### src/rtl/noise_lfsr_channel.sv
// Noise channel: period timer clocks a two-tap LFSR whose
// output bit gates a registered volume sample for the mixer.
module noise_lfsr_channel #(
  parameter int LFSR_W    = 15,
  parameter int TIMER_W   = 12,
  parameter int VOL_W     = 4,
  parameter int TAP_LONG  = 1,
  parameter int TAP_SHORT = 6,
  parameter logic [LFSR_W-1:0] SEED =
    {1'b1, {(LFSR_W-1){1'b0}}}
) (
  input  logic               iClk,
  input  logic               iReset_n,
  input  logic               iEnable,
  input  logic               iWrite,
  input  logic [TIMER_W-1:0] iPeriod,
  input  logic               iMode,
  input  logic [VOL_W-1:0]   iVolume,
  input  logic               iMute,
  input  logic               iReseed,
  output logic               oData,
  output logic [VOL_W-1:0]   oSample,
  output logic               oShift,
  output logic [LFSR_W-1:0]  oState
);

  logic [LFSR_W-1:0]  r_lfsr;
  logic [TIMER_W-1:0] r_timer;
  logic [TIMER_W-1:0] r_period;
  logic               r_mode;
  logic [VOL_W-1:0]   r_volume;
  logic [VOL_W-1:0]   r_sample;
  logic               r_shift;

  logic w_fb;
  logic w_zero;
  logic w_do_shift;
  logic w_lock;
  logic w_data;

  // Feedback, shift decision and lock-up detect.
  always_comb begin
    w_fb       = r_lfsr[0] ^
                 (r_mode ? r_lfsr[TAP_SHORT]
                         : r_lfsr[TAP_LONG]);
    w_zero     = (r_timer == '0);
    w_do_shift = iEnable & w_zero;
    w_lock     = (r_lfsr == '0);
    w_data     = ~r_lfsr[0];
  end

  // LFSR: reseed or lock-up recovery beats a shift.
  always_ff @(posedge iClk or negedge iReset_n) begin
    if (!iReset_n) begin
      r_lfsr <= SEED;
    end else if (w_lock || iReseed) begin
      r_lfsr <= SEED;
    end else if (w_do_shift) begin
      r_lfsr <= {w_fb, r_lfsr[LFSR_W-1:1]};
    end
  end

  // Period timer: reload on zero, else count down.
  always_ff @(posedge iClk or negedge iReset_n) begin
    if (!iReset_n) begin
      r_timer <= '0;
    end else if (iEnable) begin
      if (w_zero) r_timer <= r_period;
      else        r_timer <= r_timer - 1'b1;
    end
  end

  // Config registers, written regardless of enable.
  always_ff @(posedge iClk or negedge iReset_n) begin
    if (!iReset_n) begin
      r_period <= '0;
      r_mode   <= 1'b0;
      r_volume <= '0;
    end else if (iWrite) begin
      r_period <= iPeriod;
      r_mode   <= iMode;
      r_volume <= iVolume;
    end
  end

  // Shift strobe and gated sample, one cycle behind.
  always_ff @(posedge iClk or negedge iReset_n) begin
    if (!iReset_n) begin
      r_shift  <= 1'b0;
      r_sample <= '0;
    end else begin
      r_shift  <= w_do_shift & ~iReseed & ~w_lock;
      r_sample <= (w_data & ~iMute) ? r_volume : '0;
    end
  end

  assign oData   = w_data;
  assign oState  = r_lfsr;
  assign oShift  = r_shift;
  assign oSample = r_sample;

endmodule

### config.mk
export PLATFORM = sky130hd
export DESIGN_NAME = noise_lfsr_channel
export DESIGN_NICKNAME = d
export VERILOG_FILES = /design/src/rtl/noise_lfsr_channel.sv
export SDC_FILE = /design/constraint.sdc
export NUM_CORES = 1
export LEC_CHECK = 0
export CORE_ASPECT_RATIO = 0.7
export CORE_MARGIN = 5
export CORE_UTILIZATION = 50
export CTS_CLUSTER_SIZE = 12
export DETAILED_ROUTE_END_ITERATION = 16
export DONT_BUFFER_PORTS = 1
export PLACE_DENSITY = 0.69
export SYNTH_ARGS = -nofsm -noshare
export SYNTH_HDL_FRONTEND = slang
export SYNTH_SLANG_ARGS = --single-unit
### constraint.sdc
create_clock -name iClk -period 2.8 [get_ports iClk]
set_clock_uncertainty 0.05 [all_clocks]
set_input_delay 0.14 -clock iClk [delete_from_list [all_inputs] [get_ports iClk]]
set_output_delay 0.14 -clock iClk [all_outputs]
set_load 0.05 [all_outputs]
==> flow_summary.toml <==
[outcome]
status = "finished, final reports clean"

[synthesis]
avgSynthCellArea_um2 = 10.87
synth.yosys.seq_area_share = 0.5480
yosys.area.top_type = "dfrtp_1"
postSynth.asyncResetShare = 1.000
synth-edff-count = 0
synthSimpleGateAreaFrac = 0.1939
synth_top_area_frac = 0.5363
syn_area_um2 = 2240
syn-num-nets = 231
synthMuxAreaShare = 0.1084
synth_top_family_by_area = "simple AND/OR/NAND/NOR gates"
synth_xor_xnor_area_share = 0.003911
postSynthCellCount = 206
ys_ff_latch = 49
synth_cell_types = 44
synthTopCellsByArea = "dfrtp_1, mux2_2, nand2_1"
synth_fa_ha_area_frac = 0.01117
synth-compound-area-share = 0.1017
synth_warnings = 0
synthFlopType = "dfrtp_1"

[floorplanning]
floorplan.initialDensity = 0.5173
io_pins = 44
die-area_um2 = 5939
core_um2 = 4329
fp.dieH_um = 66.00
rows = 20
die_w_um = 90.00

[finish]
drive_above_1_share = 0.1281
area_delta_synth_final_pct = 22.74
fin_nets = 266
nFillCells = 347
diodes = 0

[sta]
setup_viol = 0
fin_setup_tns_ns = 0
final_hold_viol_count = 0
tightest_slew_ns = 0.7662
period_needed_ns = 2.417
setup_ws_ns = 0.3830
slew_viol_final = 0
finalCritPeriodShare = 0.8632
slew_headroom = 0.4853
rsz0062_at_grt = "false"
fmax_ghz = 0.4137

[grt]
grt_usage = 0.1756
grt_pass1_vias = 1759
antenna_found_initial = 0
grt_max_degree = 50
grt_overflow_total = 0
grt_pass1_wl_um = 8362

[setup_path]
crit_buf_inv = 1
crit_arrival_ns = 2.58
crit_required_ns = 2.96
path_class = "reg2reg"
cp-start-kind = "flop"
slowest_stage = "nor3_1"
path_delay_family = "simple AND/OR/NAND/NOR gates"
cp_slowest_stage_delay_ns = 0.61
cp-end-kind = "flop"
path_cells = "inv_1 > ha_1 > or4b_4 > nor3_1 > o21ai_0 > a22oi_1"
crit_fanout = 7

[clock_tree]
postCtsSetupBuffers = 0
clk_pin_slew_ns = 0.08
cts_buffers = 5
cts_tree = "built"
cts_root_buf = "clkbuf_8"
clock-sinks = 49
clk_latency_ns = 0.30
clock_path_buffers = 2
htree_num_levels = 2

[power_and_ir_drop]
peakVddDrop_mv = 0.4099
clockPowerShare = 0.273
p_int_mw = 1.256
combPwrFrac = 0.197
swShare = 0.3057
finalPower_mw = 1.808
p_seq_frac = 0.530
p_leak_nw = 1.144
p_switching_mw = 0.5528
powerDensity_nw_per_um2 = 657.8

[routing]
dr.first_iter.drc_count = 114
firstDrtPassIters = 4
finalWirelength_um = 4817
detail-route-antenna-nets = 0
via_per_inst = 5.670
wl_per_cell_um = 16.22
route.detailed.drc = 0
vias = 1684

[placement]
dp_slack_ns = 0.4676
port_buffers = 0
gp_congestion = 0.8351
dp_hpwl_um = 3209

[job]
drv_cap = 0

[worst_hold_path]
hp-class = "in2reg"
## routing by layer
| layer | wire length, um | global-route usage | up-vias | part of all wire |
|---|---|---|---|---|
| met4 | 50 | 0.05576 | 0 | 0.010 |
| met1 | 2253 | 0.2369 | 814 | 0.47 |
| met2 | 2194 | 0.2728 | 57 | 0.46 |
| met3 | 318 | 0.05347 | 7 | 0.066 |
| met5 | 0 | 0 | - | 0 |
| li1 | - | - | 806 | - |
## logic make-up after synthesis
family,count (synthesis)
AND/OR/NAND/NOR,80
buffers and inverters,14
multiplexers,22
adder cells (fa/ha/maj),2
XOR/XNOR,1
flip-flops,49
AO/OA/AOI/OAI,38
## cells in the mapped netlist, types with 3 or more instances
cell type	n
mux2_2	18
nand3_1	6
nor2_1	9
o21ai_0	7
nor3_1	6
nor3b_1	3
nor4_1	6
and2_1	4
nand2_1	32
inv_1	5
dfrtp_1	48
clkbuf_1	3
mux2i_1	4
a21oi_1	18
## stage by stage
stage                     area, um2  hold slack, ns  cells    util
after global placement         2253         -0.2036    252  0.5205
after CTS                      2749         0.02797    297  0.6350
after floorplan                2240         -0.2056    206       -
after detailed placement       2253         -0.2035    252  0.5205
after global routing           2749         0.03437    297  0.6350
final                          2749         0.02585    297  0.6350
## flip-flops by register name (all words and copies together), names as in the netlist
register  cells
oState       15
oShift        1
r_timer      12
oSample       4
r_mode        1
r_volume      4
r_period     12
## final cells by class
class                   count  area (um2)  area share
flip-flops and latches     49        1227      0.4465
multi-input cells         143       938.4      0.3414
repair buffers             37       387.9      0.1411
clock buffers               6       72.57     0.02640
well taps                  55       68.82     0.02503
clock inverters             2       35.03     0.01274
inverters                   5       18.77    0.006827
## cell usage in the layout (no fill, tap or decap), drive strengths merged, types with 2 or more instances in the layout
| master | n |
|---|---|
| dfrtp | 48 |
| dlygate4sd3 | 36 |
| nand2 | 32 |
| a21oi | 18 |
| mux2 | 18 |
| nor2 | 9 |
| o21ai | 7 |
| nor3 | 7 |
| nor4 | 6 |
| nand3 | 6 |
| clkbuf | 6 |
| inv | 5 |
| and2 | 4 |
| mux2i | 4 |
| nor3b | 3 |
| or3 | 3 |
| nand4 | 2 |
| a31oi | 2 |
| a211oi | 2 |
| ha | 2 |
| or4b | 2 |
| nor4b | 2 |
## timing repair
item | in CTS | in global routing
resized for setup | 0 | 0
hold buffers | 37 | 0
endpoints found under the hold margin | 72 | 0
## worst paths after layout
path	to	cells past startpoint	start	slack (ns)
setup / recovery	r_timer[8]	6	r_timer[0]	0.38
hold / removal	oSample[1]	2	iMute	0.03
setup reg to reg	r_timer[8]	6	r_timer[0]	0.38
hold reg to reg	oSample[2]	1	r_volume[2]	0.43
max in group asynchronous	oState[14]	2	iReset_n	2.14
min in group asynchronous	r_period[9]	2	iReset_n	0.28
## power groups by stage
stage	Clock [mW]	Combinational (mW)	Sequential [mW]
CTS	0.501	0.354	0.953
floorplan	0	0.263	0.916
global placement	0	0.260	0.958
global route	0.536	0.396	0.972
detailed placement	0	0.277	0.967
finish	0.493	0.357	0.958
(Power assumes the default switching activity.)
